## src/rtl/datapath_sequencer_pkg.sv

```systemverilog
// Shared definitions for the multi-cycle R-type datapath sequencer.
package datapath_sequencer_pkg;

    localparam int INSTR_W  = 32;
    localparam int STATUS_W = 8;

    localparam logic [5:0] OPCODE_RTYPE = 6'b000000;

    // Sequencer phases; IDLE must stay the reset encoding.
    typedef enum logic [2:0] {
        S_IDLE   = 3'd0,
        S_DECODE = 3'd1,
        S_EXEC   = 3'd2,
        S_WB     = 3'd3,
        S_RESP   = 3'd4
    } seq_state_t;

    // True when the word carries the R-type opcode.
    function automatic logic is_rtype(input logic [INSTR_W-1:0] word);
        return word[31:26] == OPCODE_RTYPE;
    endfunction

endpackage

```

## src/rtl/datapath_sequencer.sv

```systemverilog
// Multi-cycle controller for the single-cycle R-type datapath: accepts one
// machine-code word, holds it on the datapath while the ALU settles,
// captures the result, pulses the register-file write for one cycle and
// returns the captured result over a valid/ready handshake.
module datapath_sequencer
    import datapath_sequencer_pkg::*;
#(
    parameter int EXEC_CYCLES = 1,
    parameter int COUNT_W     = 16
) (
    input  logic                SYS_clk,
    input  logic                SYS_reset,
    input  logic                instr_valid,
    output logic                instr_ready,
    input  logic [31:0]         instr_in,
    output logic [31:0]         dp_machineCode,
    output logic                dp_reg_write,
    input  logic [31:0]         dp_alu_result,
    input  logic [7:0]          dp_alu_status,
    output logic                res_valid,
    input  logic                res_ready,
    output logic [31:0]         res_data,
    output logic [7:0]          res_status,
    output logic                res_illegal,
    output logic                busy,
    output logic [COUNT_W-1:0]  instr_count
);

    if (EXEC_CYCLES < 1 || EXEC_CYCLES > 15) begin : g_bad_exec_cycles
        $error("datapath_sequencer: EXEC_CYCLES must be in 1..15");
    end

    localparam logic [3:0] EXEC_LOAD = 4'(EXEC_CYCLES - 1);

    seq_state_t  state;
    logic [3:0]  exec_cnt;
    logic        illegal_q;

    // Handshake/status decode; the write enable is derived from state so an
    // asynchronous reset during WB drops it without waiting for a clock.
    assign instr_ready  = (state == S_IDLE);
    assign busy         = (state != S_IDLE);
    assign dp_reg_write = (state == S_WB) && !illegal_q;

    // Sequencer FSM with registered datapath word and response fields.
    always_ff @(posedge SYS_clk or posedge SYS_reset) begin
        if (SYS_reset) begin
            state          <= S_IDLE;
            dp_machineCode <= '0;
            illegal_q      <= 1'b0;
            exec_cnt       <= '0;
            res_valid      <= 1'b0;
            res_data       <= '0;
            res_status     <= '0;
            res_illegal    <= 1'b0;
            instr_count    <= '0;
        end else begin
            case (state)
                S_IDLE: begin
                    if (instr_valid) begin
                        dp_machineCode <= instr_in;
                        illegal_q      <= !is_rtype(instr_in);
                        state          <= S_DECODE;
                    end
                end
                S_DECODE: begin
                    exec_cnt <= EXEC_LOAD;
                    state    <= S_EXEC;
                end
                S_EXEC: begin
                    if (exec_cnt == 4'd0) begin
                        res_data   <= dp_alu_result;
                        res_status <= dp_alu_status;
                        state      <= S_WB;
                    end else begin
                        exec_cnt <= exec_cnt - 4'd1;
                    end
                end
                S_WB: begin
                    if (illegal_q) begin
                        res_data   <= '0;
                        res_status <= '0;
                    end else begin
                        instr_count <= instr_count + 1'b1;
                    end
                    res_illegal <= illegal_q;
                    res_valid   <= 1'b1;
                    state       <= S_RESP;
                end
                S_RESP: begin
                    if (res_ready) begin
                        res_valid <= 1'b0;
                        state     <= S_IDLE;
                    end
                end
                default: begin
                    state <= S_IDLE;
                end
            endcase
        end
    end

endmodule
```

## config.mk

```make
export PLATFORM = sky130hd
export DESIGN_NAME = datapath_sequencer
export DESIGN_NICKNAME = d
export VERILOG_FILES = /design/src/rtl/datapath_sequencer_pkg.sv /design/src/rtl/datapath_sequencer.sv
export SDC_FILE = /design/constraint.sdc
export NUM_CORES = 1
export LEC_CHECK = 0
export CAP_MARGIN = 40
export CORE_ASPECT_RATIO = 0.5
export CORE_MARGIN = 1
export CORE_UTILIZATION = 45
export DETAILED_ROUTE_END_ITERATION = 12
export GPL_TIMING_DRIVEN = 0
export MAX_ROUTING_LAYER = met4
export PLACE_DENSITY = 0.87
export SETUP_SLACK_MARGIN = 0.05
export SLEW_MARGIN = 20
export SYNTH_ARGS = -nofsm -noshare
export SYNTH_HDL_FRONTEND = slang
export SYNTH_SLANG_ARGS = --single-unit
```

## constraint.sdc

```tcl
create_clock -name SYS_clk -period 6.65 [get_ports SYS_clk]
set_input_delay 1.33 -clock SYS_clk [delete_from_list [all_inputs] [get_ports SYS_clk]]
set_output_delay 1.33 -clock SYS_clk [all_outputs]
set_load 0.05 [all_outputs]
```

==> results by group, run 1 <==
STA
  – Crit path setup slack, layout: roughly 3.2 ns
  – RSZ-0062 raised after global routing: no
  – Fraction of the cycle the final worst path needs: 52.2%
  – Number of slew-limit violations in the final report: 0
  – Total setup violations reported at the end of the flow: 0
  – Max Freq: 288 MHz
  – Actual slew at the worst max-slew pin: about 0.56 ns
  – Final setup skew: roughly 0.0039 ns
  – Relative max-transition margin: between 60% and 70%
  – Final Hold Vio Count: 0
  – Final critical delay including setup and external delays: about 3.5 ns
  – Final setup TNS: 0 ns

Floorplanning
  – Site Rows: 23
  – Std-Cell Core Area: 8120 um2
  – Floorplan die area: between 8000 and 9000 um2
  – Vertical die dimension: roughly 67 um
  – Horizontal die dimension: between 100 and 150 um
  – Initial Utilization: 47.2%
  – Number of top-level pins: between 150 and 200

GRT
  – Antenna violations before repair: 0
  – Total global-route track usage: about a quarter
  – Vias in the first global route: a little over 3000
  – Pin count of the biggest net entering global routing: 55
  – Remaining global-route overflow: 0
  – Wire length of the first global-routing pass: 15.9 mm

Pwr
  – Net switching power figure: 1.54 mW
  – Sw Ratio: a little under half
  – Total power draw: roughly 3.4 mW
  – Power share of the combinational group: a little under three fifths
  – Internal portion of total power: ~1.8 mW
  – Clock share of power: between 10% and 20%
  – Relative contribution of sequential cells to total power: ~28%
  – Power density over the cells: 563 nW/um2
  – Peak VDD IR: around 0.33 mV
  – Leak: 2.59 nW

Setup path
  – Highest net fanout along the worst path: 10
  – Kind of cell adding the most delay to the critical path: buffers and inverters
  – Sum of buffers and inverters on the critical path: 3
  – Biggest cell delay along the critical path: 0.82 ns
  – Required time of the critical path: 5.32 ns
  – Arrival @ worst endpoint: roughly 2.1 ns
  – WS Path Type: register to primary output
  – Slack of the worst reg-to-reg path: 4.49 ns
  – Crit path max-delay cell type: sky130_fd_sc_hd__clkdlybuf4s50_1
  – Cell breakdown of the critical path: buf_2 > and4bb_2 > buf_4 > clkdlybuf4s50_1
  – Endpoint class of the critical path: primary output
  – CP startpoint kind: register

Layout
  – Core Util, Final: approximately three quarters
  – Final-stage net count: between 500 and 600
  – Ant. Diodes: 0
  – Area delta synth->final: 56.8%
  – Fraction of layout cells with a size suffix above 1: 15.4%
  – Most common cell after layout, fill and taps aside: sky130_fd_sc_hd__clkdlybuf4s50_1
  – Leading cell types in the layout, fill and taps excluded: sky130_fd_sc_hd__clkdlybuf4s50_1 (168), sky130_fd_sc_hd__dfrtp_1 (98), sky130_fd_sc_hd__a22o_1 (40), sky130_fd_sc_hd__mux2_2 (34)

Synth
  – Post-Synth Simple-Gate Area: under 10%
  – Cell type with the highest aggregate area in the netlist: sky130_fd_sc_hd__dfrtp_1
  – Synthesized area per cell: about 14 um2
  – Compound-gate portion of the synthesized area: between 10% and 20%
  – Proportion of synthesized area in mux cells: 9.99%
  – Largest family of logic cells by synthesized area: compound AO/OA/AOI/OAI gates
  – Fraction of synthesized cell area in xor and xnor cells: around 4.1%
  – Synthesis warning total: 0
  – Area contributors post-synth: sky130_fd_sc_hd__dfrtp_1 (64%), sky130_fd_sc_hd__mux2_2 (10%), sky130_fd_sc_hd__a22o_1 (9.1%)
  – Adder-cell area share of the yosys netlist: 0.653%
  – Combined area of all synthesized cells: about 3800 um2
  – Register area share after synthesis: between 60% and 70%
  – Nets in the synthesized netlist: between 300 and 400
  – Yosys top cell area share: between 60% and 70%
  – Flop and latch count out of synthesis: 98
  – Yosys cell types: 34
  – Synthesized instance count: between 200 and 300

Job
  – Max-cap violations: 0

Detailed routing
  – Via/cell ratio: 5.23
  – Vias: roughly 3000
  – Avg WL per Cell: between 15 and 20 um
  – Antenna violation net count after detailed routing: 0
  – Post-Route WL: approximately 10 mm
  – Detailed Route Iter0 Violations: about 140
  – Initial DRT Pass Iterations: 4
  – DRC violation count after routing: 0

Min path
  – Worst min-delay path class: register to register

Placed design
  – IO Port Bufs: 168
  – GP Congestion: roughly 0.8
  – Worst slack at placement: 3.54 ns
  – Hpwl dp: 7.02 mm

Clock tree
  – Clock transition at the register clock pins on the worst setup and hold paths after CTS: roughly 0.06 ns
  – Clock tree buffer depth: 2
  – CTS Sinks: 98
  – Clock tree from TritonCTS: done
  – Cts hold-fix bufs: 0
  – Worst-Skew Late Latency: roughly 0.34 ns
  – Post_cts resized: 0
  – Post-CTS setup-driven buffer insertion count: 0
  – Depth of the CTS H-tree: 3
  – Root Buffer: sky130_fd_sc_hd__clkbuf_16
  – Inserted Clock Buffers: 9

Run status
  – Run status: complete, no violations
## worst reg2reg max path, stage by stage, from the launching register on
cell and delay, ns:
sky130_fd_sc_hd__dfrtp_1 0.41, sky130_fd_sc_hd__inv_1 0.08, sky130_fd_sc_hd__ha_1 0.16, sky130_fd_sc_hd__or3b_1 0.34
sky130_fd_sc_hd__buf_2 0.16, sky130_fd_sc_hd__nor3_2 0.31, sky130_fd_sc_hd__a31oi_1 0.15, sky130_fd_sc_hd__buf_2 0.23
sky130_fd_sc_hd__a22o_1 0.21
## power groups by stage
stage          registers [mW]  clock network, mW  logic (mW)
2_1_floorplan            1.69                  0       0.507
3_3_place_gp            0.942                  0        1.85
3_5_place_dp            0.953                  0        1.88
4_1_cts                 0.951              0.561        1.89
5_1_grt                 0.976              0.587        1.96
6_report                0.951              0.552        1.88
## sequential cells by signal (all words and copies together), names as in the netlist
name	flops
res_status	8
exec_cnt	4
state	3
instr_count	16
res_data	32
res_illegal	1
dp_machineCode	32
illegal_q	1
res_valid	1
## logic make-up (layout without fill, tap and decap cells)
kind of cell,after synthesis,count (layout)
adder cells (fa/ha/maj),2,2
AO/OA/AOI/OAI,49,49
XOR/XNOR,18,18
AND/OR/NAND/NOR,51,51
flip-flops,98,98
multiplexers,34,34
buffers and inverters,23,208
## path summary, 6_finish.rpt
| kind | start | to | depth (start not counted) |
|---|---|---|---|
| setup / recovery | state[2] | dp_reg_write | 4 |
| hold / removal | instr_count[15] | instr_count[15] | 1 |
| setup reg to reg | exec_cnt[0] | res_data[18] | 8 |
| hold reg to reg | instr_count[15] | instr_count[15] | 1 |
| max in group asynchronous | SYS_reset | instr_count[15] | 3 |
| min in group asynchronous | SYS_reset | dp_machineCode[20] | 2 |
## routing by layer
| layer | GRT usage (%) | share of wire [%] | up-vias |
|---|---|---|---|
| li1 | - | - | 1352 |
| met1 | 27.9 | 41 | 1529 |
| met2 | 42.6 | 52 | 91 |
| met3 | 6.76 | 4.7 | 19 |
| met4 | 8.76 | 2.3 | 0 |
| met5 | - | 0 | - |
## per-stage QoR
stage,cell area (um2),cells,hold slack [ns]
after floorplan,3830,275,0.481
after global placement,5650,555,0.457
after detailed placement,5690,556,0.466
after CTS,6010,572,0.474
after global routing,6010,572,0.508
final,6010,572,0.472
## cell usage after synthesis
master,n
sky130_fd_sc_hd__a2111oi_0,1
sky130_fd_sc_hd__a21oi_1,3
sky130_fd_sc_hd__a221o_1,1
sky130_fd_sc_hd__a22o_1,40
sky130_fd_sc_hd__a31oi_1,2
sky130_fd_sc_hd__and2_1,5
sky130_fd_sc_hd__and3_1,1
sky130_fd_sc_hd__and4_1,1
sky130_fd_sc_hd__and4bb_2,1
sky130_fd_sc_hd__buf_2,12
sky130_fd_sc_hd__buf_4,4
sky130_fd_sc_hd__clkbuf_1,1
sky130_fd_sc_hd__dfrtp_1,98
sky130_fd_sc_hd__ha_1,2
sky130_fd_sc_hd__inv_1,6
sky130_fd_sc_hd__mux2_2,34
sky130_fd_sc_hd__nand2_1,7
sky130_fd_sc_hd__nand2b_1,1
sky130_fd_sc_hd__nand3_1,10
sky130_fd_sc_hd__nand3_2,1
sky130_fd_sc_hd__nand3b_1,1
sky130_fd_sc_hd__nand4_1,3
sky130_fd_sc_hd__nor2_1,8
sky130_fd_sc_hd__nor2b_1,1
sky130_fd_sc_hd__nor3_1,5
sky130_fd_sc_hd__nor3_2,1
sky130_fd_sc_hd__nor3b_1,1
sky130_fd_sc_hd__nor4_1,2
sky130_fd_sc_hd__o21ai_0,1
sky130_fd_sc_hd__o31ai_1,1
sky130_fd_sc_hd__or3b_1,1
sky130_fd_sc_hd__or4b_2,1
sky130_fd_sc_hd__xnor2_1,12
sky130_fd_sc_hd__xor2_1,6
## area by class of cell
class	instances	area (um2)
Tap cell	112	140
Sequential cell	98	2450
Clock buffer	10	229
Timing Repair Buffer	169	1710
Clock inverter	6	91.3
Buffer	17	93.8
Fill cell	559	2110
Multi-Input combinational cell	154	1260
Inverter	6	27.5
No activity file was read; power rests on OpenSTA's default activity.
==> inputs of run 2 (changes only) <==
--- a/config.mk
+++ b/config.mk
@@ -8,11 +8,11 @@
 export CAP_MARGIN = 40
 export CORE_ASPECT_RATIO = 0.5
 export CORE_MARGIN = 1
-export CORE_UTILIZATION = 45
+export CORE_UTILIZATION = 42
 export DETAILED_ROUTE_END_ITERATION = 12
 export GPL_TIMING_DRIVEN = 0
 export MAX_ROUTING_LAYER = met4
-export PLACE_DENSITY = 0.87
+export PLACE_DENSITY = 0.82
 export SETUP_SLACK_MARGIN = 0.05
 export SLEW_MARGIN = 20
 export SYNTH_ARGS = -nofsm -noshare
==> constraint.sdc (replaced) <==
create_clock -name SYS_clk -period 3.5 [get_ports SYS_clk]
set_input_delay 0.7 -clock SYS_clk [delete_from_list [all_inputs] [get_ports SYS_clk]]
set_output_delay 0.7 -clock SYS_clk [all_outputs]
set_load 0.05 [all_outputs]
==> run 2 against run 1 <==
Against the previous run:
- clock power up 78%
- non-clock buffer count unchanged
- via count down 1.7%
- utilization down 5.7 points
- wire length down 4.3%
- sequential share of layout area up 0.13 points
- final cell count up 0.70%
==> results by group, run 2 (synthesis gave the netlist of run 1 again) <==
Layout
  – Ant. Diodes: 0 (unchanged)
  – Final-stage net count: 533 (unchanged)
  – Leading cell types in the layout, fill and taps excluded: sky130_fd_sc_hd__clkdlybuf4s50_1 (168), sky130_fd_sc_hd__dfrtp_1 (98), sky130_fd_sc_hd__a22o_1 (40), sky130_fd_sc_hd__mux2_2 (34)
  – Core Util, Final: 68.3% (-5.7 points)
  – Filler cell count: 648 (+16%)
  – Multi-input combinational cell area: 1260 um2 (unchanged)
  – Area delta synth->final: 56.3%
  – Leading registers by flop count: dp_machineCode: 32 flops, res_data: 32 flops, instr_count: 16 flops
  – Most common cell after layout, fill and taps aside: sky130_fd_sc_hd__clkdlybuf4s50_1
  – FF+latch area: 2450 um2 (unchanged)
  – Fraction of layout cells with a size suffix above 1: 15.3% (-0.18 points)

Detailed routing
  – DRC violation count after routing: 0 (unchanged)
  – Vias: 2939 (-1.7%)
  – Antenna violation net count after detailed routing: 0 (unchanged)
  – Detailed Route Iter0 Violations: 207 (+44%)
  – Avg WL per Cell: 16.7 um (-4.9%)
  – Initial DRT Pass Iterations: 4 (unchanged)
  – Via/cell ratio: 5.10 (-2.4%)
  – Post-Route WL: 9.63 mm (-4.3%)

Clock tree
  – Post-CTS setup-driven buffer insertion count: 0 (unchanged)
  – Worst-Skew Late Latency: 0.34 ns (about the same)
  – Clock tree from TritonCTS: done
  – Root Buffer: sky130_fd_sc_hd__clkbuf_16
  – Clock transition at the register clock pins on the worst setup and hold paths after CTS: 0.07 ns (about the same)
  – Inserted Clock Buffers: 9 (unchanged)
  – Post_cts resized: 0 (unchanged)
  – Depth of the CTS H-tree: 3 (unchanged)
  – Clock tree buffer depth: 2 (unchanged)
  – Cts hold-fix bufs: 0 (unchanged)
  – CTS Sinks: 98 (unchanged)

Pwr
  – Total power draw: 6.34 mW (+88%)
  – Leak: 2.58 nW (-0.43%)
  – Power density over the cells: 1060 nW/um2 (+88%)
  – Peak VDD IR: 0.574 mV (+73%)

Placed design
  – GP Congestion: 0.765 (-4.4%)
  – Hpwl dp: 7.07 mm (+0.75%)
  – IO Port Bufs: 168 (unchanged)

Min path
  – Worst min-delay path class: register to register

Setup path
  – Arrival @ worst endpoint: 2.14 ns (about the same)
  – Highest net fanout along the worst path: 10 (unchanged)
  – WS Path Type: register to primary output
  – Endpoint class of the critical path: primary output
  – CP startpoint kind: register
  – Required time of the critical path: 2.80 ns (-2.52 ns)

Floorplanning
  – Vertical die dimension: 69.5 um (+3.4%)
  – Initial Utilization: 43.7% (-3.5 points)
  – Number of top-level pins: 169 (unchanged)
  – Horizontal die dimension: 137 um (+3.5%)
  – Site Rows: 24 (+4.3%)
  – Std-Cell Core Area: 8770 um2 (+8.0%)
  – Floorplan die area: 9530 um2 (+7.0%)

STA
  – Total setup violations reported at the end of the flow: 0 (unchanged)
  – Fraction of the cycle the final worst path needs: about four fifths
  – Actual slew at the worst max-slew pin: 0.543 ns (-0.0200 ns)
  – Number of slew-limit violations in the final report: 0 (unchanged)
  – Final setup skew: 0.00385 ns (-0.0000636 ns)
  – Final Hold Vio Count: 0 (unchanged)
  – RSZ-0062 raised after global routing: no
  – Max Freq: ~350 MHz
  – Final critical delay including setup and external delays: around 2.8 ns
  – Relative max-transition margin: 63.7% (+1.3 points)
  – Final hold slack: 0.463 ns (-0.00946 ns)

GRT
  – Met1 routing resource usage after global routing: 26.9% (-1.1 points)
  – Global-route track usage on met2: 38.5% (-4.1 points)
  – Remaining global-route overflow: 0 (unchanged)
  – Pin count of the biggest net entering global routing: 73 (+33%)
  – Wire length of the first global-routing pass: 15.8 mm (-0.82%)
  – Antenna violations before repair: 0 (unchanged)
  – Busiest layer in global routing: met2
  – Total global-route track usage: 22.3% (-2.3 points)
  – Met3 usage: 3.51% (-3.2 points)
  – Vias in the first global route: 3062 (-1.3%)

Job
  – Max-cap violations: 0 (unchanged)

Run status
  – Run status: complete, no violations
-- run 2: cell types whose count changed in the layout (fill, tap and decap cells not counted), sizes merged --
cell,change
clkinv,-1
clkbuf,+1
bufinv,-1
-- run 2: per-stage QoR --
stage	setup TNS, ns	setup slack, ns	cell area [um2]	std cells
6_report	0	0.662	5990	576
5_1_grt	0	0.594	5990	576
4_1_cts	0	0.659	5990	576
3_5_place_dp	0	1.02	5690	561
3_3_place_gp	-127.34	-1.31	5660	560
2_1_floorplan	0	0.238	3830	275
-- run 2: final timing paths --
| kind | end | from | slack, ns | cells past startpoint |
|---|---|---|---|---|
| setup / recovery | instr_ready | state[1] | 0.66 | 3 |
| hold / removal | instr_count[15] | instr_count[15] | 0.46 | 1 |
| hold reg to reg | instr_count[15] | instr_count[15] | 0.46 | 1 |
| min in group asynchronous | dp_machineCode[5] | SYS_reset | 0.69 | 2 |
| max in group asynchronous | res_data[25] | SYS_reset | 2.17 | 3 |
| setup reg to reg | res_data[31] | exec_cnt[0] | 1.41 | 8 |
-- run 2: critical path: stages, from the launching register on --
cell                              delay (ns)
sky130_fd_sc_hd__dfrtp_1                0.38
sky130_fd_sc_hd__buf_2                  0.18
sky130_fd_sc_hd__nor3_1                 0.37
sky130_fd_sc_hd__clkdlybuf4s50_1        0.88
-- run 2: routing by layer --
layer	vias to the layer above	wire, um
met1	1488	4010
met4	0	138
met2	84	5120
met5	-	0
met3	15	362
li1	1352	-
-- run 2: layout make-up --
type	count	share of cell area, %
plain buffers	17	1.57
inverters	6	0.460
well taps	117	2.45
flip-flops and latches	98	41.0
repair buffers	169	28.5
clock buffers	11	4.05
clock inverters	4	0.878
multi-input cells	154	21.1
-- run 2: power breakdown --
group | switching [mW] | total (mW) | internal [mW]
combinational | 2.25 | 3.56 | 1.31
clock | 0.410 | 0.980 | 0.570
sequential | 0.236 | 1.80 | 1.57
total | 2.89 | 6.34 | 3.45
==> inputs of run 3 (changes only) <==
--- a/config.mk
+++ b/config.mk
@@ -8,11 +8,11 @@
 export CAP_MARGIN = 40
 export CORE_ASPECT_RATIO = 0.5
 export CORE_MARGIN = 1
-export CORE_UTILIZATION = 42
+export CORE_UTILIZATION = 38
 export DETAILED_ROUTE_END_ITERATION = 12
 export GPL_TIMING_DRIVEN = 0
 export MAX_ROUTING_LAYER = met4
-export PLACE_DENSITY = 0.82
+export PLACE_DENSITY = 0.79
 export SETUP_SLACK_MARGIN = 0.05
 export SLEW_MARGIN = 20
 export SYNTH_ARGS = -nofsm -noshare
==> constraint.sdc (replaced) <==
create_clock -name SYS_clk -period 2.4 [get_ports SYS_clk]
set_input_delay 0.48 -clock SYS_clk [delete_from_list [all_inputs] [get_ports SYS_clk]]
set_output_delay 0.48 -clock SYS_clk [all_outputs]
set_load 0.05 [all_outputs]
==> run 3 against run 2 <==
Against the previous run:
- wire length down 2.0%
- setup slack worse by 0.44 ns
- non-clock buffer count grew 2
- sequential share of layout area shrank 0.70 points
- final cell count increased by 3.6%
- critical path type unchanged
- critical endpoint unchanged
- largest cell class unchanged
==> results by group, run 3 (synthesis gave the netlist of run 1 again) <==
Run status
  – Run status: complete, no violations

GRT
  – Antenna violations before repair: 0 (unchanged)
  – Met3 usage: 3.61% (+0.10 points)
  – Pin count of the biggest net entering global routing: 32 (-56%)
  – Busiest layer in global routing: met2
  – Wire length of the first global-routing pass: 14.8 mm (-6.2%)
  – Global-route track usage on met2: 32.7% (-5.8 points)
  – Total global-route track usage: 19.2% (-3.1 points)
  – Vias in the first global route: 2800 (-8.6%)
  – Remaining global-route overflow: 0 (unchanged)
  – Met1 routing resource usage after global routing: 23.4% (-3.5 points)

Floorplanning
  – Site Rows: 25 (+4.2%)
  – Std-Cell Core Area: 9600 um2 (+9.5%)
  – Number of top-level pins: 169 (unchanged)
  – Horizontal die dimension: 144 um (+5.1%)
  – Vertical die dimension: 73 um (+5.0%)
  – Floorplan die area: 10500 um2 (+10%)
  – Initial Utilization: 39.9% (-3.8 points)

Job
  – Max-cap violations: 0 (unchanged)

Detailed routing
  – DRC violation count after routing: 0 (unchanged)
  – Avg WL per Cell: 15.8 um (-5.4%)
  – Post-Route WL: 9.44 mm (-2.0%)
  – Detailed Route Iter0 Violations: 117 (-43%)
  – Initial DRT Pass Iterations: 5 (+1)
  – Vias: 2843 (-3.3%)
  – Antenna violation net count after detailed routing: 0 (unchanged)
  – Via/cell ratio: 4.76 (-6.7%)

Layout
  – Leading registers by flop count: dp_machineCode: 32 flops, res_data: 32 flops, instr_count: 16 flops
  – Area delta synth->final: 59.0%
  – Filler cell count: 746 (+15%)
  – Fraction of layout cells with a size suffix above 1: 16.2% (+0.98 points)
  – Ant. Diodes: 0 (unchanged)
  – Most common cell after layout, fill and taps aside: sky130_fd_sc_hd__clkdlybuf4s50_1
  – Leading cell types in the layout, fill and taps excluded: sky130_fd_sc_hd__clkdlybuf4s50_1 (165), sky130_fd_sc_hd__dfrtp_1 (98), sky130_fd_sc_hd__a22o_1 (40), sky130_fd_sc_hd__mux2_2 (34)
  – Core Util, Final: 63.4% (-4.9 points)
  – Multi-input combinational cell area: 1270 um2 (+0.89%)
  – FF+latch area: 2450 um2 (unchanged)
  – Final-stage net count: 535 (+0.38%)

Min path
  – Worst min-delay path class: register to register
  – Source of the worst hold timing path: instr_count[15]
  – Hold path depth: 1 (unchanged)

Clock tree
  – Clock tree buffer depth: 2 (unchanged)
  – Clock tree from TritonCTS: done
  – Depth of the CTS H-tree: 3 (unchanged)
  – Worst-Skew Late Latency: 0.33 ns (about the same)
  – Cts hold-fix bufs: 0 (unchanged)
  – Inserted Clock Buffers: 9 (unchanged)
  – Clock transition at the register clock pins on the worst setup and hold paths after CTS: 0.07 ns (about the same)
  – Root Buffer: sky130_fd_sc_hd__clkbuf_16
  – CTS Sinks: 98 (unchanged)

STA
  – Total setup violations reported at the end of the flow: 0 (unchanged)
  – Number of slew-limit violations in the final report: 0 (unchanged)
  – RSZ-0062 raised after global routing: no
  – Max Freq: roughly 460 MHz
  – Actual slew at the worst max-slew pin: 0.538 ns (-0.00578 ns)
  – Final critical delay including setup and external delays: between 2 and 2.5 ns
  – Fraction of the cycle the final worst path needs: between 90% and 100%
  – Final setup TNS: 0 ns (unchanged)
  – Relative max-transition margin: 64.1% (+0.39 points)
  – Final setup skew: 0.00552 ns (+0.00166 ns)
  – Final Hold Vio Count: 0 (unchanged)

Setup path
  – Launching element of the worst setup path: state[1]
  – Critical Path Sink: instr_ready
  – WS Path Type: register to primary output
  – Required time of the critical path: 1.92 ns (-0.88 ns)
  – Launch instance of the worst register-to-register path: exec_cnt[0]
  – Highest net fanout along the worst path: 10 (unchanged)
  – Slack of the worst reg-to-reg path: 0.28 ns (-1.13 ns)
  – CP startpoint kind: register
  – Number of cells traversed by the worst register-to-register path: 8 (unchanged)
  – Endpoint class of the critical path: primary output
  – Arrival @ worst endpoint: 1.70 ns (-0.44 ns)
  – Endpoint of the most critical register-to-register path: res_data[23]

Pwr
  – Clock share of power: 17.1% (+1.7 points)
  – Peak VDD IR: 0.604 mV (+5.2%)
  – Power share of the combinational group: 55.0% (-1.1 points)
  – Internal portion of total power: 5.21 mW (+51%)
  – Leak: 2.63 nW (+2.0%)
  – Sw Ratio: 44.5% (-1.1 points)
  – Power density over the cells: 1540 nW/um2 (+45%)
  – Net switching power figure: 4.18 mW (+44%)
  – Relative contribution of sequential cells to total power: 27.9% (-0.5 points)

Placed design
  – Hpwl dp: 6.90 mm (-2.5%)
  – GP Congestion: 0.730 (-4.5%)
  – IO Port Bufs: 168 (unchanged)
==> run 3: cell count changes in the layout (fill, tap and decap cells not counted), sizes merged <==
cell,change
clkinv,+3
buf,+2
dlygate4sd2,+2
inv,-1
bufinv,+2
clkdlybuf4s50,-3
clkinvlp,-2
==> run 3: routing by layer <==
metal	share of wire, %	vias to the layer above
li1	-	1353
met1	44	1418
met2	51	61
met3	3.8	11
met4	1.1	0
met5	0	-
==> run 3: area by class of cell <==
class,count,area share (%)
Buffer,17,1.54
Clock buffer,10,3.76
Clock inverter,6,1.73
Inverter,6,0.431
Multi-Input combinational cell,154,20.9
Sequential cell,98,40.3
Tap cell,135,2.77
Timing Repair Buffer,171,28.6
==> run 3: per-stage QoR <==
step           std cells  hold slack (ns)  power, mW  instance area [um2]  worst slack (ns)
6_report             597            0.480       9.39                 6090             0.223
3_5_place_dp         581            0.474       7.82                 5760             0.112
3_3_place_gp         578            0.457       7.75                 5690            -0.275
5_1_grt              597            0.486       9.79                 6090             0.117
2_1_floorplan        275            0.481       6.09                 3840             0.179
4_1_cts              597            0.482       9.44                 6090            0.0246
==> run 3: power by group through the flow <==
stage	Combinational (mW)	Clock [mW]	Sequential, mW
2_1_floorplan	1.41	0	4.68
3_3_place_gp	5.13	0	2.61
3_5_place_dp	5.19	0	2.63
4_1_cts	5.19	1.63	2.62
5_1_grt	5.39	1.70	2.69
6_report	5.16	1.61	2.61
==> run 3: repair_timing <==
action,CTS,global route
resized for setup,3,3
endpoints found under the setup margin,3,31
setup buffers,0,0
pin swaps,0,0
==> run 3: worst max-delay path: stages (launching register included) <==
cell,delay [ns]
sky130_fd_sc_hd__dfrtp_1,0.37
sky130_fd_sc_hd__buf_2,0.17
sky130_fd_sc_hd__nor3_2,0.25
sky130_fd_sc_hd__dlygate4sd2_1,0.56
==> run 3: how the worst min path moves through the flow <==
stage,to,slack [ns]
after floorplan,exec_cnt[0],0.48
after global placement,instr_count[15],0.46
after detailed placement,instr_count[15],0.47
after CTS,instr_count[15],0.48
after global routing,instr_count[15],0.49
final,instr_count[15],0.48
